--- src/rtl/cache_refill_arbiter.sv ---
// Arbitrates I-cache and D-cache block refills onto one 64-bit memory bus and
// streams the returned beats into the owning cache's fill port.
module cache_refill_arbiter #(
  parameter int unsigned B = 8,
  parameter int unsigned b = 3,
  parameter int unsigned y = 3
) (
  input  logic          clk,
  input  logic          rst_n,
  input  logic          if_miss,
  input  logic [63:0]   if_addr,
  input  logic          d_miss,
  input  logic [63:0]   d_addr,
  output logic          bus_req_valid,
  output logic [63:0]   bus_req_addr,
  input  logic          bus_req_ready,
  input  logic          bus_resp_valid,
  input  logic [63:0]   bus_resp_data,
  output logic          fill_valid,
  output logic          fill_sel,
  output logic [b-1:0]  fill_idx,
  output logic [63:0]   fill_data,
  output logic          fill_done_i,
  output logic          fill_done_d,
  output logic          bus_err
);

  localparam int unsigned OFF      = b + y;
  localparam logic [63:0] BLK_MASK = ~((64'd1 << OFF) - 64'd1);

  typedef enum logic [1:0] {
    S_IDLE,
    S_REQ,
    S_BEAT,
    S_DONE
  } state_t;

  state_t         state_q, state_d;
  logic           owner_q, owner_d;
  logic           last_grant_q, last_grant_d;
  logic [63:0]    addr_q, addr_d;
  logic [b-1:0]   cnt_q, cnt_d;
  logic           err_q, err_d;
  logic           grant;
  logic [63:0]    sel_addr;

  always_ff @(posedge clk or negedge rst_n) begin
    if (!rst_n) begin
      state_q      <= S_IDLE;
      owner_q      <= 1'b0;
      last_grant_q <= 1'b1;
      addr_q       <= '0;
      cnt_q        <= '0;
      err_q        <= 1'b0;
    end else begin
      state_q      <= state_d;
      owner_q      <= owner_d;
      last_grant_q <= last_grant_d;
      addr_q       <= addr_d;
      cnt_q        <= cnt_d;
      err_q        <= err_d;
    end
  end

  always_comb begin
    state_d       = state_q;
    owner_d       = owner_q;
    last_grant_d  = last_grant_q;
    addr_d        = addr_q;
    cnt_d         = cnt_q;
    grant         = 1'b0;
    sel_addr      = '0;
    bus_req_valid = 1'b0;
    fill_valid    = 1'b0;
    fill_data     = '0;
    fill_done_i   = 1'b0;
    fill_done_d   = 1'b0;
    // Beats outside BEAT are dropped but remembered until reset.
    err_d         = err_q | (bus_resp_valid && (state_q != S_BEAT));

    case (state_q)
      S_IDLE: begin
        if (if_miss || d_miss) begin
          grant        = (if_miss && d_miss) ? ~last_grant_q : d_miss;
          sel_addr     = grant ? d_addr : if_addr;
          owner_d      = grant;
          last_grant_d = grant;
          addr_d       = sel_addr & BLK_MASK;
          state_d      = S_REQ;
        end
      end
      S_REQ: begin
        bus_req_valid = 1'b1;
        if (bus_req_ready) begin
          cnt_d   = '0;
          state_d = S_BEAT;
        end
      end
      S_BEAT: begin
        if (bus_resp_valid) begin
          fill_valid = 1'b1;
          fill_data  = bus_resp_data;
          cnt_d      = cnt_q + 1'b1;
          if (cnt_q == b'(B - 1)) begin
            state_d = S_DONE;
          end
        end
      end
      S_DONE: begin
        fill_done_i = ~owner_q;
        fill_done_d = owner_q;
        state_d     = S_IDLE;
      end
      default: state_d = S_IDLE;
    endcase
  end

  assign bus_req_addr = addr_q;
  assign fill_sel     = owner_q;
  assign fill_idx     = cnt_q;
  assign bus_err      = err_q;

endmodule

--- config.mk ---
export PLATFORM = sky130hd
export DESIGN_NAME = cache_refill_arbiter
export DESIGN_NICKNAME = d
export VERILOG_FILES = /design/src/rtl/cache_refill_arbiter.sv
export SDC_FILE = /design/constraint.sdc
export NUM_CORES = 1
export LEC_CHECK = 0
export CAP_MARGIN = 20
export CORE_AREA = 8 8 125 127
export DETAILED_ROUTE_END_ITERATION = 7
export DIE_AREA = 0 0 133 135
export PLACE_DENSITY = 0.72
export SYNTH_ARGS = -nofsm -noshare
export SYNTH_HDL_FRONTEND = slang
export SYNTH_SLANG_ARGS = --single-unit
--- constraint.sdc ---
create_clock -name clk -period 2.3 [get_ports clk]
set_input_delay 0.23 -clock clk [delete_from_list [all_inputs] [get_ports clk]]
set_output_delay 0.23 -clock clk [all_outputs]
set_load 0.005 [all_outputs]
==> impl_results.html <==
<table>
<tr><th>Metric</th><th>Value</th></tr>
<tr><th colspan="2">Power and ir drop</th></tr>
<tr><td>Sequential share of power</td><td>28.0%</td></tr>
<tr><td>Switching power of the nets</td><td>2.38 mW</td></tr>
<tr><td>IR Drop Worst-Case VDD</td><td>0.470 mV</td></tr>
<tr><td>Internal Power</td><td>4.90 mW</td></tr>
<tr><td>Areal power density over the cells</td><td>989 nW/um^2</td></tr>
<tr><td>Part of the total power dissipated in the clock network</td><td>20.0%</td></tr>
<tr><td>Total Power</td><td>7.28 mW</td></tr>
<tr><td>Combinational group share of total power</td><td>52.0%</td></tr>
<tr><td>Static leakage</td><td>3.42 nW</td></tr>
<tr><td>Switch share</td><td>32.7%</td></tr>
<tr><th colspan="2">Drt</th></tr>
<tr><td>Drt wl/cell</td><td>17.6 um</td></tr>
<tr><td>First-iteration detailed-routing DRC count</td><td>124</td></tr>
<tr><td>Via-to-Cell Ratio</td><td>4.52</td></tr>
<tr><td>Total iterations of the first detailed-routing run</td><td>4</td></tr>
<tr><td>Final ANT Viol Nets</td><td>0</td></tr>
<tr><td>Remaining routing DRC violations</td><td>0</td></tr>
<tr><td>Vias</td><td>3946</td></tr>
<tr><td>Post-detailed-routing wire length</td><td>15400 um</td></tr>
<tr><th colspan="2">Critical path</th></tr>
<tr><td>Critical path's largest stage delay</td><td>0.51 ns</td></tr>
<tr><td>Startpoint of the worst-slack reg-to-reg timing path</td><td>state_q[1]</td></tr>
<tr><td>Critical path fanouts, max</td><td>18</td></tr>
<tr><td>Startpoint types</td><td>flip-flop</td></tr>
<tr><td>FF-to-FF path depth</td><td>5</td></tr>
<tr><td>Reg2reg setup slack</td><td>0.50 ns</td></tr>
<tr><td>Type of the worst setup path</td><td>flip-flop to output pin</td></tr>
<tr><td>Family of cells with the greatest summed delay on the critical path</td><td>buffers and inverters</td></tr>
<tr><td>Data arrival time at the worst-slack endpoint</td><td>1.93 ns</td></tr>
<tr><td>Critical Path Stages</td><td>5</td></tr>
<tr><td>Crit end category</td><td>output pin</td></tr>
<tr><td>Reg2reg end</td><td>state_q[1]</td></tr>
<tr><td>Worst-path cell chain</td><td>inv_2 &gt; ha_4 &gt; buf_6 &gt; and3_1 &gt; clkdlybuf4s50_1</td></tr>
<tr><td>WP buf/inv</td><td>3</td></tr>
<tr><td>Slowest library cell on the worst path</td><td>sky130_fd_sc_hd__clkdlybuf4s50_1</td></tr>
<tr><td>Required time reported for the critical path endpoint</td><td>2.07 ns</td></tr>
<tr><th colspan="2">Floorplan</th></tr>
<tr><td>Height of the chip</td><td>135 um</td></tr>
<tr><td># rows</td><td>43</td></tr>
<tr><td>Die ar.</td><td>18000 sq um</td></tr>
<tr><td>Core Region</td><td>13600 sq um</td></tr>
<tr><td>Initial cell density of the core</td><td>26.8%</td></tr>
<tr><td>Width of the die</td><td>133 um</td></tr>
<tr><td>Number of top-level pins</td><td>335</td></tr>
<tr><th colspan="2">Clock network</th></tr>
<tr><td>Latest clock arrival within the worst-skew pair</td><td>0.32 ns</td></tr>
<tr><td>Number of setup buffers added after CTS</td><td>0</td></tr>
<tr><td>Cell at the root of the clock tree</td><td>sky130_fd_sc_hd__clkbuf_16</td></tr>
<tr><td>Total number of clock tree sinks</td><td>66</td></tr>
<tr><td>Number of H-tree levels</td><td>3</td></tr>
<tr><td>Clock-pin slew on the worst setup and hold paths</td><td>0.06 ns</td></tr>
<tr><td>Clock tree from TritonCTS</td><td>built</td></tr>
<tr><td>Number of buffers inserted during clock tree synthesis</td><td>9</td></tr>
<tr><td>Clock buffer depth</td><td>2</td></tr>
<tr><th colspan="2">STA</th></tr>
<tr><td>Final worst path period need</td><td>2.16 ns</td></tr>
<tr><td>Slew at the pin closest to its max-slew limit</td><td>0.749 ns</td></tr>
<tr><td>Slew Viols, Final</td><td>0</td></tr>
<tr><td>Final Hold Fails</td><td>0</td></tr>
<tr><td>Period utilization</td><td>93.8%</td></tr>
<tr><td>Setup skew after layout</td><td>0.00719 ns</td></tr>
<tr><td>Final TNS setup</td><td>0 ns</td></tr>
<tr><td>Relative slew margins</td><td>50.1%</td></tr>
<tr><td>Top achievable clock speed</td><td>0.463 GHz</td></tr>
<tr><td>Unrepaired setup endpoints after global routing</td><td>no</td></tr>
<tr><td>Final count of negative-setup-slack endpoints</td><td>0</td></tr>
<tr><th colspan="2">GRT</th></tr>
<tr><td>Number of global-route vias before repair</td><td>4164</td></tr>
<tr><td>Maximum number of pins on one net before global-route repair</td><td>112</td></tr>
<tr><td>Antenna violations before repair</td><td>0</td></tr>
<tr><td>First-pass GRT wire length</td><td>23000 um</td></tr>
<tr><td>Gr usage total</td><td>15.9%</td></tr>
<tr><td>Total gr overflow</td><td>0</td></tr>
<tr><th colspan="2">Hold path</th></tr>
<tr><td>Min-Delay Startpoint</td><td>bus_err</td></tr>
<tr><td>Path class of the lowest-slack min-delay path</td><td>flip-flop to flip-flop</td></tr>
<tr><td>Instance count along the most critical hold path</td><td>1</td></tr>
<tr><td>Destination of the worst hold path</td><td>bus_err</td></tr>
<tr><th colspan="2">Cells and area</th></tr>
<tr><td>Layout net count</td><td>892</td></tr>
<tr><td>Area added between synthesis and finish</td><td>102%</td></tr>
<tr><td>Final non-filler cell total</td><td>873</td></tr>
<tr><td>Antenna diode instance count</td><td>0</td></tr>
<tr><td>Share of final-layout standard cells stronger than drive strength 1</td><td>4.76%</td></tr>
<tr><th colspan="2">Place</th></tr>
<tr><td>Total placed cells including tap cells</td><td>853</td></tr>
<tr><td>DP HPWL</td><td>12300 um</td></tr>
<tr><td>Weighted congestion reported at the end of routability-driven placement</td><td>0.794</td></tr>
<tr><td>Port Buffers</td><td>316</td></tr>
<tr><th colspan="2">Synth</th></tr>
<tr><td>Sequential cell area fraction in the yosys report</td><td>45.4%</td></tr>
<tr><td>Fraction of registers with async set or reset after synthesis</td><td>100%</td></tr>
<tr><td>Number of register bits inferred by synthesis</td><td>66</td></tr>
<tr><td>Count of warnings emitted by yosys</td><td>0</td></tr>
<tr><td>Dominant cells by area after synthesis</td><td>sky130_fd_sc_hd__dfrtp_1 45%, sky130_fd_sc_hd__mux2i_1 16%, sky130_fd_sc_hd__and3_1 11%</td></tr>
<tr><td>Netlist Area Pre-Place</td><td>3640 sq um</td></tr>
<tr><td>Share of the synthesized area in the top cell type</td><td>44.6%</td></tr>
<tr><td>Gate Count Post-Synth</td><td>385</td></tr>
<tr><td>Number of enable flip-flop cells after synthesis</td><td>0</td></tr>
<tr><td>Number of distinct library cell variants in the gate-level netlist after synthesis</td><td>29</td></tr>
<tr><td>Avg Inst Size Synth</td><td>9.46 sq um</td></tr>
<tr><td>Primary flip-flop cell chosen by synthesis mapping</td><td>sky130_fd_sc_hd__dfrtp_1</td></tr>
<tr><td>Cell type with the highest aggregate area in the netlist</td><td>sky130_fd_sc_hd__dfrtp_1</td></tr>
<tr><th colspan="2">Outcome</th></tr>
<tr><td>Result of the run</td><td>finished, final reports clean</td></tr>
<tr><th colspan="2">Flow run</th></tr>
<tr><td>Number of max-capacitance violations reported</td><td>0</td></tr>
</table>
[placed cells by master, fill, tap and decap left out, drive strengths merged, types with 3 or more instances in the layout]
cell and n:
and3 64, clkbuf 12, conb 6, nand2 62, clkdlybuf4s50 315, dfrtp 65
buf 10, mux2i 58, a22o 3, inv 7, o21ai 61, ha 6
[worst max path at each step]
stage	start	endpoint	slack (ns)
4_1_cts	state_q[0]	fill_data[41]	0.04
6_report	state_q[0]	fill_data[18]	0.14
3_3_place_gp	if_miss	bus_req_addr[12]	0.33
2_1_floorplan	state_q[0]	state_q[1]	0.71
3_5_place_dp	if_miss	bus_req_addr[11]	0.31
5_1_grt	state_q[0]	fill_data[46]	0.05
[synthesized netlist by cell type (2+ instances only)]
cell type	count
sky130_fd_sc_hd__ha_1	6
sky130_fd_sc_hd__inv_1	6
sky130_fd_sc_hd__mux2i_1	58
sky130_fd_sc_hd__o22ai_1	2
sky130_fd_sc_hd__o21ai_0	51
sky130_fd_sc_hd__and2_1	2
sky130_fd_sc_hd__buf_6	3
sky130_fd_sc_hd__and3_1	64
sky130_fd_sc_hd__dfrtp_1	65
sky130_fd_sc_hd__clkbuf_1	23
sky130_fd_sc_hd__a22o_1	3
sky130_fd_sc_hd__buf_4	10
sky130_fd_sc_hd__nand2b_1	2
sky130_fd_sc_hd__buf_2	5
sky130_fd_sc_hd__o21ai_1	9
sky130_fd_sc_hd__nand2_1	62
sky130_fd_sc_hd__nor2b_1	2
[worst reg2reg max path: stages (launching register included)]
cell,delay [ns]
sky130_fd_sc_hd__dfrtp_1,0.43
sky130_fd_sc_hd__inv_1,0.09
sky130_fd_sc_hd__ha_1,0.23
sky130_fd_sc_hd__nor2b_1,0.21
sky130_fd_sc_hd__a221oi_1,0.35
sky130_fd_sc_hd__mux2_2,0.39
[kinds of logic (layout without fill, tap and decap cells)]
kind of cell | count (synthesis) | count (layout) | share of synthesized area (%)
and+or+nand+nor | 133 | 133 | 18.5
other | 1 | 6 | 0.103
adders and majority gates | 6 | 6 | 2.06
AOI/OAI and AO/OA | 73 | 73 | 11.1
muxes | 59 | 59 | 16.2
DFF | 66 | 66 | 45.4
buffers and inverters | 47 | 350 | 6.66
[layer usage]
| metal | part of all wire (%) | track usage, % | wire length [um] |
|---|---|---|---|
| met1 | 38 | 17.0 | 5890 |
| met2 | 51 | 28.1 | 7810 |
| met3 | 10 | 6.95 | 1580 |
| met4 | 0.77 | 3.79 | 118 |
| met5 | 0 | 0 | 0 |
[power by group through the flow]
| stage | clock network [mW] | registers [mW] | logic (mW) |
|---|---|---|---|
| 2_1_floorplan | 0 | 2.08 | 1.39 |
| 3_3_place_gp | 0 | 2.02 | 3.57 |
| 3_5_place_dp | 0 | 2.06 | 3.64 |
| 4_1_cts | 1.50 | 2.04 | 3.66 |
| 5_1_grt | 1.54 | 2.12 | 4.16 |
| 6_report | 1.46 | 2.04 | 3.79 |
[state kept, by name, summed over array words and instances (netlist names)]
register,count
bus_req_addr,58
fill_idx,3
state_q,2
bus_err,1
fill_sel,1
last_grant_q,1
[cell type report]
class / count / area [sq um]
clock buffers: 10 / 229
multi-input cells: 277 / 1790
inverters: 6 / 22.5
repair buffers: 328 / 3350
fillers: 1210 / 6250
clock inverters: 6 / 90.1
flip-flops and latches: 66 / 1650
well taps: 180 / 225
[metrics by stage]
| stage | instance area (sq um) | setup slack [ns] | util (%) | hold slack, ns |
|---|---|---|---|---|
| 4_1_cts | 7290 | 0.0361 | 53.6 | 0.483 |
| 3_3_place_gp | 6960 | 0.334 | 51.1 | 0.338 |
| 5_1_grt | 7360 | 0.0450 | 54.1 | 0.504 |
| 6_report | 7360 | 0.141 | 54.1 | 0.472 |
| 2_1_floorplan | 3660 | 0.708 | - | -0.0656 |
| 3_5_place_dp | 6960 | 0.307 | 51.1 | 0.344 |
[what timing repair did]
item,CTS,global route
endpoints found under the setup margin,0,64
hold endpoints to repair,2,0
hold buffers,1,0
gates resized for setup,0,3
(Power assumes the default switching activity.)
